$ cat src/rtl/eth_reader.sv
// eth_reader: copies frames from the rx driver into a byte-addressed RAM ring.
// The producer pointer is published only after every word of a frame is stored.
module eth_reader #(
  parameter int DATA_WIDTH_MSB     = 15,
  parameter int ADDR_WIDTH_MSB     = 15,
  parameter int ETH_MAX_FRAME_SIZE = 256,
  parameter int RING_BYTES         = 128
) (
  input  logic                          clk,
  input  logic                          rst,
  input  logic [DATA_WIDTH_MSB:0]       reg_ether_READ_FRAME_BASE,
  input  logic [DATA_WIDTH_MSB:0]       reg_ether_READ_FRAME_RD_PTR,
  output logic [DATA_WIDTH_MSB:0]       reg_ether_READ_FRAME_WR_PTR,
  output logic [3:0]                    read_fsm_state,
  output logic [7:0]                    drop_count,
  input  logic [ETH_MAX_FRAME_SIZE-1:0] rx_drv_rd_data,
  input  logic                          rx_drv_rd_valid,
  output logic                          rx_drv_rd_ready,
  output logic [ADDR_WIDTH_MSB:0]       ram_wr_addr,
  output logic [DATA_WIDTH_MSB:0]       ram_wr_data,
  output logic                          ram_wr_valid,
  input  logic                          ram_wr_ready
);

  localparam int DW = DATA_WIDTH_MSB + 1;
  localparam int AW = ADDR_WIDTH_MSB + 1;
  localparam int FS = ETH_MAX_FRAME_SIZE;
  localparam int FB = FS / 8;
  localparam int WB = DW / 8;
  localparam int NW = FB / WB;
  localparam int PW = $clog2(RING_BYTES);
  localparam int IW = $clog2(NW + 1);
  localparam logic [PW-1:0] FB_P   = PW'(FB);
  localparam logic [PW-1:0] WB_P   = PW'(WB);
  localparam logic [PW-1:0] ONE_P  = PW'(1);
  localparam logic [IW-1:0] LAST_P = IW'(NW - 1);

  typedef enum logic [3:0] {
    IDLE   = 4'd0,
    CHECK  = 4'd1,
    WRITE  = 4'd2,
    COMMIT = 4'd3
  } state_t;

  state_t          state_r, state_next_s;
  logic [FS-1:0]   frame_r, frame_next_s, frame_shift_s;
  logic [PW-1:0]   wp_r, wp_next_s, free_s;
  logic [IW-1:0]   widx_r, widx_next_s;
  logic [DW-1:0]   wr_ptr_r, wr_ptr_next_s;
  logic [7:0]      drop_r, drop_next_s;
  logic            ready_r, ready_next_s;
  logic            valid_r, valid_next_s;
  logic [AW-1:0]   addr_r, addr_next_s;
  logic [DW-1:0]   data_r, data_next_s;
  logic            hs_s, acc_s, room_s, last_s;
  logic            unused_rd_ptr_s;

  // Ring offsets wrap inside the ring before the base is added
  function automatic logic [AW-1:0] ring_addr(input logic [DW-1:0] base, input logic [PW-1:0] ofs);
    logic [DW-1:0] sum;
    sum = base + DW'(ofs);
    return AW'(sum);
  endfunction

  assign hs_s            = rx_drv_rd_valid && ready_r;
  assign acc_s           = valid_r && ram_wr_ready;
  assign last_s          = (widx_r == LAST_P);
  assign free_s          = reg_ether_READ_FRAME_RD_PTR[PW-1:0] - wp_r - ONE_P;
  assign room_s          = (free_s >= FB_P);
  assign frame_shift_s   = frame_r << DW;
  assign unused_rd_ptr_s = ^(reg_ether_READ_FRAME_RD_PTR >> PW);

  // State register
  always_ff @(posedge clk) begin
    if (!rst) begin
      state_r <= IDLE;
    end else begin
      state_r <= state_next_s;
    end
  end

  // Next-state decode
  always_comb begin
    state_next_s = state_r;
    case (state_r)
      IDLE:    if (hs_s) state_next_s = CHECK; else state_next_s = IDLE;
      CHECK:   if (room_s) state_next_s = WRITE; else state_next_s = IDLE;
      WRITE:   if (acc_s && last_s) state_next_s = COMMIT; else state_next_s = WRITE;
      COMMIT:  state_next_s = IDLE;
      default: state_next_s = IDLE;
    endcase
  end

  // Next values for the frame buffer, pointers and registered outputs
  always_comb begin
    frame_next_s  = frame_r;
    wp_next_s     = wp_r;
    widx_next_s   = widx_r;
    wr_ptr_next_s = wr_ptr_r;
    drop_next_s   = drop_r;
    valid_next_s  = valid_r;
    addr_next_s   = addr_r;
    data_next_s   = data_r;
    ready_next_s  = (state_next_s == IDLE);
    case (state_r)
      IDLE: begin
        if (hs_s) frame_next_s = rx_drv_rd_data; else frame_next_s = frame_r;
      end
      CHECK: begin
        if (room_s) begin
          valid_next_s = 1'b1;
          addr_next_s  = ring_addr(reg_ether_READ_FRAME_BASE, wp_r);
          data_next_s  = frame_r[FS-1 -: DW];
          widx_next_s  = {IW{1'b0}};
        end else begin
          drop_next_s  = (drop_r == 8'hFF) ? drop_r : drop_r + 8'd1;
        end
      end
      WRITE: begin
        if (acc_s) begin
          wp_next_s    = wp_r + WB_P;
          widx_next_s  = widx_r + IW'(1);
          frame_next_s = frame_shift_s;
          if (last_s) begin
            valid_next_s = 1'b0;
          end else begin
            addr_next_s  = ring_addr(reg_ether_READ_FRAME_BASE, wp_r + WB_P);
            data_next_s  = frame_shift_s[FS-1 -: DW];
          end
        end else begin
          valid_next_s = valid_r;
        end
      end
      COMMIT:  wr_ptr_next_s = DW'(wp_r);
      default: wr_ptr_next_s = wr_ptr_r;
    endcase
  end

  // Datapath and output registers
  always_ff @(posedge clk) begin
    if (!rst) begin
      frame_r  <= {FS{1'b0}};
      wp_r     <= {PW{1'b0}};
      widx_r   <= {IW{1'b0}};
      wr_ptr_r <= {DW{1'b0}};
      drop_r   <= 8'd0;
      ready_r  <= 1'b0;
      valid_r  <= 1'b0;
      addr_r   <= {AW{1'b0}};
      data_r   <= {DW{1'b0}};
    end else begin
      frame_r  <= frame_next_s;
      wp_r     <= wp_next_s;
      widx_r   <= widx_next_s;
      wr_ptr_r <= wr_ptr_next_s;
      drop_r   <= drop_next_s;
      ready_r  <= ready_next_s;
      valid_r  <= valid_next_s;
      addr_r   <= addr_next_s;
      data_r   <= data_next_s;
    end
  end

  assign reg_ether_READ_FRAME_WR_PTR = wr_ptr_r;
  assign read_fsm_state              = state_r;
  assign drop_count                  = drop_r;
  assign rx_drv_rd_ready             = ready_r;
  assign ram_wr_addr                 = addr_r;
  assign ram_wr_data                 = data_r;
  assign ram_wr_valid                = valid_r;

endmodule

$ cat config.mk
export PLATFORM = sky130hd
export DESIGN_NAME = eth_reader
export DESIGN_NICKNAME = d
export VERILOG_FILES = /design/src/rtl/eth_reader.sv
export SDC_FILE = /design/constraint.sdc
export NUM_CORES = 1
export LEC_CHECK = 0
export BUFFER_PORTS_ARGS = -buffer_cell sky130_fd_sc_hd__buf_2
export CAP_MARGIN = 5
export CORE_ASPECT_RATIO = 1.4
export CORE_MARGIN = 4
export CORE_UTILIZATION = 42
export CTS_BUF_LIST = sky130_fd_sc_hd__clkbuf_4
export DETAILED_ROUTE_END_ITERATION = 16
export HOLD_SLACK_MARGIN = 0.02
export PLACE_DENSITY = 0.66
export SLEW_MARGIN = 20
export SYNTH_ARGS = -nofsm -noshare
export SYNTH_HDL_FRONTEND = slang
export SYNTH_SLANG_ARGS = --single-unit
$ cat constraint.sdc
create_clock -name clk -period 4.05 [get_ports clk]
set_input_delay 0.2025 -clock clk [delete_from_list [all_inputs] [get_ports clk]]
set_output_delay 0.2025 -clock clk [all_outputs]
set_load 0.01 [all_outputs]
Word-level counts from Yosys, hierarchy flattened:

Index checks and enable logic that the tools add are counted.
W data, S select, Z words.

* register bits after elaboration: 321
* word-level logic and storage cells: 65
* output and inout bits: 62

* magnitude comparators: 1
* equal/unequal tests: 10
* $add $sub $neg: 7
* bitwise operators: 2
* mux-type cells: 22
* reduce and logical (&&, ||, !) cells: 13

Operators with widths (count)
* $mux W256: 2
* $pmux W256 S2: 1
* $mux W16: 6
* $pmux W16 S2: 2
* $add A16 B7 Y16: 2
* $pmux W4 S3: 1
* $mux W5: 2
* $ne A2 B2 Y1 const B: 5
* $pmux W5 S2: 1
* $reduce_and A3 Y1: 3
* $add A8 B1 Y8 const B: 1
* $eq A4 B2 Y1 const B: 2
* $eq A8 B8 Y1 const B: 1
* $logic_not A4 Y1: 2
* $reduce_and A4 Y1: 2
* $add A7 B2 Y7 const B: 1
* $ge A7 B6 Y1 const B: 1
* $sub A7 B1 Y7 const B: 1
* $sub A7 B7 Y7: 1
* $add A5 B1 Y5 const B: 1
* $eq A5 B4 Y1 const B: 1
* $mux W1: 5
* $eq A4 B1 Y1 const B: 1
* $reduce_bool A2 Y1: 2
* 5 further kinds: 8

Depth between registers and ports, before layout:

Gate-level depths: netlist of the first run.

* word-level depth: 6
* mapped depth: 14
* gate-level depth less buffers: 11

Worst setup path after synthesis of the first run:

Ideal clock, no wire load.

* kind: register -> register
* start: reg state_r[0] (netlist: read_fsm_state[0])
* end: reg addr_r[10] (netlist: ram_wr_addr[10])
* slack: 795 ps
* path buffers: 4
* stages on the path, launching flop included: 15
* arrival time: 3169 ps
* path through: dfxtp_1 -> clkbuf_1 -> nand2b_1 -> clkbuf_1 -> clkbuf_1 -> buf_1 -> nor2_1 -> xnor2_1 -> ha_1 -> o21ai_0 -> nand2b_1 -> nand2_1 -> or3b_2 -> xor2_1 -> a211oi_1

* longest elaborated chain between the ends: 3
* elaborated cells between the ends (all ways): 8
* those cells by class: 5 x eq/ne; 1 x mux; 2 x reduce/logical

Ends and longest elaborated chain
* from (decl): line 45 `state_t state_r, state_next_s;`
* from (signal assigned): line 78 `state_r <= state_next_s;`
* $eq A4 B2 Y1 / $eq A4 B1 Y1 (equally long branches): line 105 `case (state_r)`
* $ne A2 B2 Y1 (no source line) / $reduce_bool A2 Y1 (equally long branches)
* $reduce_and A4 Y1 (no source line)
* to (signal assigned): line 149 `addr_r <= {AW{1'b0}};`
* to (signal assigned): line 159 `addr_r <= addr_next_s;`
* to (decl): line 53 `logic [AW-1:0] addr_r, addr_next_s;`

Parallel ways exist; a longest one is shown, timed or not.
A chain may end at the register's enable or synchronous reset.

Worst setup path in the final report of the first run:

* start: reg wp_r[3]
* end: reg addr_r[0] (netlist: ram_wr_addr[0])

* longest elaborated chain between the ends: 5

Ends and longest elaborated chain
* from (decl): line 47 `logic [PW-1:0] wp_r, wp_next_s, free_s;`
* from (signal assigned): line 143 `wp_r <= {PW{1'b0}};`
* from (signal assigned): line 153 `wp_r <= wp_next_s;`
* $sub A7 B7 Y7: line 68 `assign free_s = reg_ether_READ_FRAME_RD_PTR[PW-1:0] - wp_r - ONE_P;`
* $sub A7 B1 Y7: line 68
* $ge A7 B6 Y1: line 69 `assign room_s = (free_s >= FB_P);`
* $ne A2 B2 Y1 (no source line)
* $reduce_and A4 Y1 (no source line)

No other way between the ends.

==> summary by stage, run 1 <==
STA
Static timing analysis puts the maximum clock frequency at about 260 MHz. For the pin with the worst max-slew slack, the measured transition is approximately 1100 ps. Setup violations remaining at the end of the flow were counted as 0. The clock tree skew after final layout is 47.6 ps. The post-route minimum period is 3820 ps. The post-route worst hold slack is between 90 and 100 ps.

Setup repair after global routing left no endpoint under its margin. The hold violation count in the final report is 0. The sum of negative setup slack is 0 ps. Measured against its own limit, the worst slew margin works out to around a quarter. The max-slew violation count was 0.

Dividing the final minimum period by the clock period gives ~94%.

Logic synthesis
In this run the mean area of a mapped cell was around 7.8 µm². Counting flops and latches in the post-synthesis netlist gives around 320. The most used flip-flop cell after synthesis is sky130_fd_sc_hd__dfxtp_1. The number of library cell types mapped by synthesis is 50. Counting flops with a built-in enable in the synthesized netlist gives 0. The share of synthesized flip-flops with an asynchronous set or reset is 0%.

In this run the cell area of the synthesized design comes to roughly 0.014 mm². After synthesis, flip-flops and latches occupy 45.8% of the total area. Yosys printed 0 warnings. Synthesis produced around 1,800 cells.

Critical path
Data on the critical path is required at its endpoint by 4710 ps. STA classifies the critical path endpoint as a register. The category of the worst setup path launch point is a register. In this run the register-to-register setup slack is between 200 and 250 ps. The top fanout value on the critical path is 60. The endpoint identified for the worst register-to-register timing path is ram_wr_addr[0]. The worst register-to-register path begins at wp_r[3]. The startpoint-to-endpoint class of the critical path is register to register.

For the worst flop-to-flop path, the logic depth is 11. The arrival time at the worst endpoint is approximately 4500 ps.

Drt
The violation count after the first detailed-routing iteration is roughly 1,300. The number of optimization iterations in the first detailed-route pass is 5. After detailed routing, the average wire length per cell comes to approximately 16 µm.

The final route contains around 15,000 vias. The post-detailed-route via-to-cell ratio is between 5 and 6. The detail route stage leaves a number of antenna-violating nets equal to 0. The post-detailed-route DRC marker count is 0.

The routed wire length is between 40,000 and 50,000 µm.

Global route
The global-route wire length before repair is between 70,000 and 80,000 µm. Global routing used between 20 and 30% of the available tracks. The total global routing overflow is 0. The initial antenna violation count came to 2.

Entering global routing, the biggest net connects ~180 pins. The number of global-route vias before repair is around 15,000.

Pwr
Summed over all cells, the static leakage comes to about 8.1 nW. The power density normalized to cell area is ~380 mW/mm². The maximum vdd drop is around 0.28 mV. The design draws approximately 7.5 mW.

Clock tree
The number of clock buffers added by TritonCTS is 79. The clock passes through at most 3 buffers. The CTS sink count is ~320.

TritonCTS built the clock tree. The H-tree was split into 3 levels. The CTS root buffer is sky130_fd_sc_hd__clkbuf_4.

The clock slew at the register clock pins of the worst setup and hold paths is about 70 ps. The clock insertion delay at the later pin of the skew report is 750 ps.

Run
The number of max-capacitance violations reported is 0.

Hold path
The beginning of the worst hold path is rx_drv_rd_valid. The end of the worst hold path is read_fsm_state[0]. The worst hold path belongs to the class input pin to register. Counting instances, the worst hold path has a depth of 6.

Placement
The congestion estimate from routability-driven global placement came to about 0.81. Detailed placement finished with a half-perimeter wire length of about 27,000 µm. During placement, the flow inserted port buffers numbering approximately 330.

Status
The flow ran to the end, and the final reports show no timing, DRC or antenna violations.

Finish
In the final design database the tool counted 2,650 nets. The core occupancy in the finished layout is around three fifths. The number of fill cells is ~2,800. Of the cells placed in the final design, the portion with a size suffix greater than 1 is 20.4%. From synthesis to final layout, the design area changed by 41.9%.

Die
After floorplanning, the core was divided into slightly below 80 placement rows. The region available for standard cell placement spans 0.0325 mm². The y dimension of the die is 223 µm.

The die outline area is approximately 0.036 mm². The initial standard-cell utilization of the core is between 40% and 50%. During I/O placement, the number of pins put on the boundary was 354. The width of the die is 162 µm.
[area by class of cell]
| type | instances | area [µm²] | area share (%) |
|---|---|---|---|
| Clock buffer | 111 | 833 | 4.24 |
| Multi-Input combinational cell | 1284 | 6850 | 34.8 |
| Sequential cell | 317 | 6350 | 32.3 |
| Tap cell | 440 | 551 | 2.80 |
| Inverter | 11 | 48.8 | 0.248 |
| Clock inverter | 23 | 199 | 1.01 |
| Timing Repair Buffer | 649 | 4820 | 24.5 |
| Antenna cell | 6 | 15.0 | 0.0764 |
[registers in the layout, indices dropped and copies added, names as in the netlist]
register / flops
wp_r: 6
frame_r: 256
reg_ether_READ_FRAME_WR_PTR: 6
read_fsm_state: 2
ram_wr_valid: 1
ram_wr_data: 16
rx_drv_rd_ready: 1
ram_wr_addr: 16
drop_count: 8
widx_r: 5
[timing repair]
item                       in CTS  in global routing
setup endpoints to repair       0                  1
hold buffers                  290                  0
setup buffers                   0                  0
hold endpoints to repair      280                  0
resized for setup               0                  1
[cells in the final DEF, fill, tap and decap left out, types with 11 or more instances in the layout]
cell type and n:
sky130_fd_sc_hd__a211oi_1 38, sky130_fd_sc_hd__a21oi_1 38, sky130_fd_sc_hd__a22oi_1 16, sky130_fd_sc_hd__a311oi_1 226, sky130_fd_sc_hd__and2_1 16, sky130_fd_sc_hd__buf_2 332, sky130_fd_sc_hd__buf_4 22, sky130_fd_sc_hd__clkbuf_4 111
sky130_fd_sc_hd__clkinv_1 15, sky130_fd_sc_hd__conb_1 12, sky130_fd_sc_hd__dfxtp_1 317, sky130_fd_sc_hd__dlygate4sd3_1 290, sky130_fd_sc_hd__ha_1 15, sky130_fd_sc_hd__nand2_1 478, sky130_fd_sc_hd__nand3_1 19, sky130_fd_sc_hd__nor2_1 301
sky130_fd_sc_hd__nor3_1 19, sky130_fd_sc_hd__o21ai_0 11, sky130_fd_sc_hd__xnor2_1 18
[synthesized netlist by cell type, types with 2 or more instances]
cell type	count	area, µm²
sky130_fd_sc_hd__ha_1	15	188
sky130_fd_sc_hd__and3_1	6	37.5
sky130_fd_sc_hd__a22oi_1	16	120
sky130_fd_sc_hd__nand3_1	19	95.1
sky130_fd_sc_hd__o2111ai_1	2	17.5
sky130_fd_sc_hd__o2bb2ai_1	2	17.5
sky130_fd_sc_hd__a21o_1	3	22.5
sky130_fd_sc_hd__buf_2	3	15.0
sky130_fd_sc_hd__clkbuf_1	154	578
sky130_fd_sc_hd__nand4_1	3	18.8
sky130_fd_sc_hd__nor2_1	302	1130
sky130_fd_sc_hd__o211ai_1	3	22.5
sky130_fd_sc_hd__inv_1	10	37.5
sky130_fd_sc_hd__o21ai_0	11	55.1
sky130_fd_sc_hd__buf_4	12	90.1
sky130_fd_sc_hd__a311oi_1	226	1980
sky130_fd_sc_hd__a211oi_1	38	285
sky130_fd_sc_hd__and2_1	16	100
sky130_fd_sc_hd__xor2_1	6	52.6
sky130_fd_sc_hd__nor2b_1	3	18.8
sky130_fd_sc_hd__nor4_1	2	12.5
sky130_fd_sc_hd__buf_1	2	7.51
sky130_fd_sc_hd__nand2b_1	6	37.5
sky130_fd_sc_hd__nand4b_1	3	26.3
sky130_fd_sc_hd__nand2_1	478	1790
sky130_fd_sc_hd__dfxtp_1	317	6350
sky130_fd_sc_hd__or2_2	2	12.5
sky130_fd_sc_hd__a31oi_1	2	12.5
sky130_fd_sc_hd__nor3_1	21	105
sky130_fd_sc_hd__o21a_1	2	15.0
sky130_fd_sc_hd__o21ai_1	7	35.0
sky130_fd_sc_hd__or3_1	4	25.0
sky130_fd_sc_hd__xnor2_1	18	158
sky130_fd_sc_hd__mux2i_1	5	50.1
sky130_fd_sc_hd__a21oi_1	38	190
[power by group]
part / internal, mW / switching, mW / total, mW
combinational: 0.574 / 0.634 / 1.21
clock: 1.52 / 1.32 / 2.83
sequential: 3.36 / 0.127 / 3.49
total: 5.45 / 2.08 / 7.53
[worst max-delay path, cell delays in order, from the launching register on]
cell                            delay, ps
sky130_fd_sc_hd__dfxtp_1              450
sky130_fd_sc_hd__inv_1                110
sky130_fd_sc_hd__ha_1                 300
sky130_fd_sc_hd__a21oi_1              150
sky130_fd_sc_hd__o22ai_1              190
sky130_fd_sc_hd__o2111a_1             370
sky130_fd_sc_hd__nor3_2               200
sky130_fd_sc_hd__buf_4                530
sky130_fd_sc_hd__nand3_1              140
sky130_fd_sc_hd__dlygate4sd3_1        590
sky130_fd_sc_hd__o21ai_1               90
sky130_fd_sc_hd__dlygate4sd3_1        590
[how the worst max path moves through the flow]
stage | from | endpoint | slack [ps]
final | wp_r[3] | ram_wr_addr[0] | 230
after CTS | read_fsm_state[1] | ram_wr_addr[15] | 260
after floorplan | read_fsm_state[0] | ram_wr_addr[10] | 790
after detailed placement | read_fsm_state[0] | frame_r[35] | 940
after global placement | read_fsm_state[0] | frame_r[229] | 1010
after global routing | wp_r[3] | ram_wr_addr[0] | 10
[per-stage QoR]
| step | setup slack, ps | cells | instance area [µm²] |
|---|---|---|---|
| after CTS | 262 | 2835 | 19600 |
| after global routing | 12.7 | 2837 | 19700 |
| after detailed placement | 938 | 2411 | 15700 |
| after global placement | 1010 | 2411 | 15700 |
| after floorplan | 795 | 1783 | 13900 |
| final | 228 | 2841 | 19700 |
[metal layers]
| layer | global-route usage (%) | wire, µm | up-vias | share of wire [%] |
|---|---|---|---|---|
| li1 | - | - | 7344 | - |
| met5 | 0 | 0 | - | 0 |
| met3 | 5.01 | 3140 | 160 | 6.7 |
| met2 | 41.7 | 22400 | 669 | 48 |
| met4 | 13.8 | 2420 | 0 | 5.2 |
| met1 | 30.6 | 18800 | 6960 | 40 |
[cell families after synthesis]
logic type,after synthesis,synth area share [%]
adders and majority gates,16,1.50
AOI/OAI and AO/OA,358,20.6
buffers and inverters,182,5.28
xor gates and xnor gates,24,1.52
muxes,5,0.361
DFF,317,45.8
and+or+nand+nor,869,24.9
other,1,0.0271
No activity file was read; power rests on OpenSTA's default activity.
==> run 2, diff against run 1 <==
--- a/config.mk
+++ b/config.mk
@@ -13,6 +13,7 @@
 export CTS_BUF_LIST = sky130_fd_sc_hd__clkbuf_4
 export DETAILED_ROUTE_END_ITERATION = 16
 export HOLD_SLACK_MARGIN = 0.02
+export MAX_ROUTING_LAYER = met4
 export PLACE_DENSITY = 0.66
 export SLEW_MARGIN = 20
 export SYNTH_ARGS = -nofsm -noshare
==> summary by stage, run 2 (synthesized netlist as in run 1, its figures left out) <==
Drt
The post-detailed-route DRC marker count is 0 (unchanged). The detailed-route via count is 15,100 (about the same). The violation count after the first detailed-routing iteration is 1,235 (was 1,289). The average wire length per cell after detail routing was 16.4 µm (was 16.5 µm).

The routed wire length came to 46,700 µm (was 46,800 µm). The post-detailed-route via-to-cell ratio came to 5.31 (was 5.33). The number of optimization iterations in the first detailed-route pass is 5 (unchanged). The count of antenna-violating nets left after detailed routing is 0 (unchanged).

Die
The number of cell rows is 78 (unchanged). The die outline area is 0.0360 mm² (unchanged). The placeable core region is 0.0325 mm² (unchanged). The count of pins on the block boundary is 354 (unchanged).

The width of the die is 162 µm (unchanged). The y dimension of the die came to 223 µm (unchanged). The initial standard-cell utilization of the core is 42.6% (unchanged).

Run
The number of max-capacitance violations reported is 0 (unchanged).

Finish
The number of fill cells is 2,752 (was 2,753). The core occupancy in the finished layout is 60.5% (unchanged). The layout overhead on the synthesized area is 41.9% (unchanged). The register ranked first by flip-flop count is frame_r (unchanged). The filler-free cell count of the finished design is 2,841 (unchanged).

The summed area of non-filler cells in the final layout is 0.0197 mm² (unchanged). The final net count is 2,650 (unchanged). The fraction of layout instances using a drive strength above 1 came to 20.4% (unchanged). The number of flip-flops in the largest register is 256 (unchanged).

Most frequent cells in the layout: 478 x sky130_fd_sc_hd__nand2_1, 332 x sky130_fd_sc_hd__buf_2, 317 x sky130_fd_sc_hd__dfxtp_1 (unchanged). The most common library cell in the layout ignoring fill and taps is sky130_fd_sc_hd__nand2_1 (unchanged).

Global route
The total global routing overflow is 0 (unchanged). The number of global-route vias before repair was 15,000 (about the same). The global routing usage summed across all routing layers was 25.9% (was 25.2%). The initial antenna violation count is 2 (unchanged). The global-route wire length before repair is 75,300 µm (about the same). The pin count of the biggest net entering global routing came to 175 (unchanged).

Hold path
The count of cells along the worst hold path came to 6 (unchanged). The class of the tightest hold or removal check was input pin to register (unchanged).

Clock tree
The clock slew at the register clock pins of the worst setup and hold paths came to 70 ps (about the same). The maximum clock insertion buffer count is 3 (unchanged). The CTS root buffer is sky130_fd_sc_hd__clkbuf_4 (unchanged). The CTS sink count is 317 (unchanged). The clock insertion delay at the later pin of the skew report is 740 ps (was 750 ps). The CTS tree was done (unchanged). The deepest level of the CTS H-tree came to 3 (unchanged). The number of buffers created by CTS came to 79 (unchanged).

STA
The pin slew with the least headroom to its limit is 1130 ps (was 1110 ps). The post-route minimum period was 3830 ps (was 3820 ps). The clock tree skew after final layout is 35.5 ps (was 47.6 ps).

The hold violation count in the final report was 0 (unchanged). The sum of negative setup slack is 0 ps (unchanged). The highest achievable clock rate is 261 MHz (was 262 MHz). The share of the cycle needed by the critical path after routing was 94.5% (was 94.4%). Unrepaired setup endpoints after global routing: no (unchanged). The max-slew violation count is 0 (unchanged). The normalized max-slew margin is 24.9% (was 26.0%). The count of final setup violators is 0 (unchanged).

Pwr
The total power draw was 7.52 mW (was 7.53 mW). The power density normalized to cell area is 383 mW/mm² (about the same). The maximum vdd drop is 0.276 mV (was 0.275 mV). The leakage power is 8.07 nW (unchanged).

Placement
The instance area after placement came to 0.0157 mm² (unchanged). The post-placement cell count is 2,411 (unchanged). The HPWL after detailed placement is 27,500 µm (unchanged). The count of buffers inserted at the top-level ports is 332 (unchanged). The final weighted congestion in routability-driven placement is 0.817 (was 0.806).

Critical path
The endpoint type of the worst setup path is a register (unchanged). The worst reg-to-reg path cell count is 11 (unchanged). The top fanout value on the critical path is 60 (unchanged). The required time of the worst setup path came to 4710 ps (about the same). The startpoint-to-endpoint class of the critical path is register to register (unchanged). The category of the worst setup path launch point is a register (unchanged). The arrival time at the worst endpoint was 4490 ps (was 4480 ps).

Status
Outcome: complete, no violations (unchanged).
-- run 2: cell counts in the layout (fill, tap and decap cells not counted) --
Identical to the previous run, type by type.
-- run 2: layout make-up --
cell class | instances | area, µm² | area share [%]
multi-input cells | 1284 | 6850 | 34.8
flip-flops and latches | 317 | 6350 | 32.3
repair buffers | 649 | 4820 | 24.5
clock buffers | 111 | 833 | 4.24
well taps | 440 | 551 | 2.80
clock inverters | 23 | 199 | 1.01
inverters | 11 | 48.8 | 0.248
diodes | 6 | 15.0 | 0.0764
-- run 2: power breakdown --
group          internal (mW)  leakage, nW  total [mW]  switching (mW)
combinational          0.574         4.87        1.21           0.633
clock                   1.52        0.603        2.83            1.31
sequential              3.36         2.60        3.49           0.127
-- run 2: path summary, 6_finish.rpt --
path	startpoint	to	slack [ps]
min reg2reg	frame_r[130]	frame_r[146]	450
min	rx_drv_rd_valid	read_fsm_state[0]	100
max	wp_r[3]	ram_wr_addr[0]	220
max reg2reg	wp_r[3]	ram_wr_addr[0]	220
-- run 2: critical path: stages (launching register included) --
cell                            delay, ps
sky130_fd_sc_hd__dfxtp_1              450
sky130_fd_sc_hd__inv_1                110
sky130_fd_sc_hd__ha_1                 300
sky130_fd_sc_hd__a21oi_1              150
sky130_fd_sc_hd__o22ai_1              190
sky130_fd_sc_hd__o2111a_1             370
sky130_fd_sc_hd__nor3_2               200
sky130_fd_sc_hd__buf_4                530
sky130_fd_sc_hd__nand3_1              140
sky130_fd_sc_hd__dlygate4sd3_1        590
sky130_fd_sc_hd__o21ai_1               90
sky130_fd_sc_hd__dlygate4sd3_1        600
-- run 2: layer usage --
layer	GRT usage, %	part of all wire [%]
met1	30.9	40
met3	4.62	6.5
met2	41.8	48
met5	-	0
met4	13.6	5.0
-- run 2: through the flow --
stage,setup WS (ps),hold slack [ps]
final,222,95.8
after global routing,1.15,89.4
after CTS,262,20.1
after detailed placement,938,428
after global placement,1010,429
after floorplan,795,340
-- run 2: repair_timing --
| action | CTS | global route |
|---|---|---|
| endpoints found under the setup margin | 0 | 1 |
| resized for setup | 0 | 1 |
| hold endpoints to repair | 280 | 0 |
| hold buffers | 290 | 0 |
| buffers inserted | 0 | 0 |
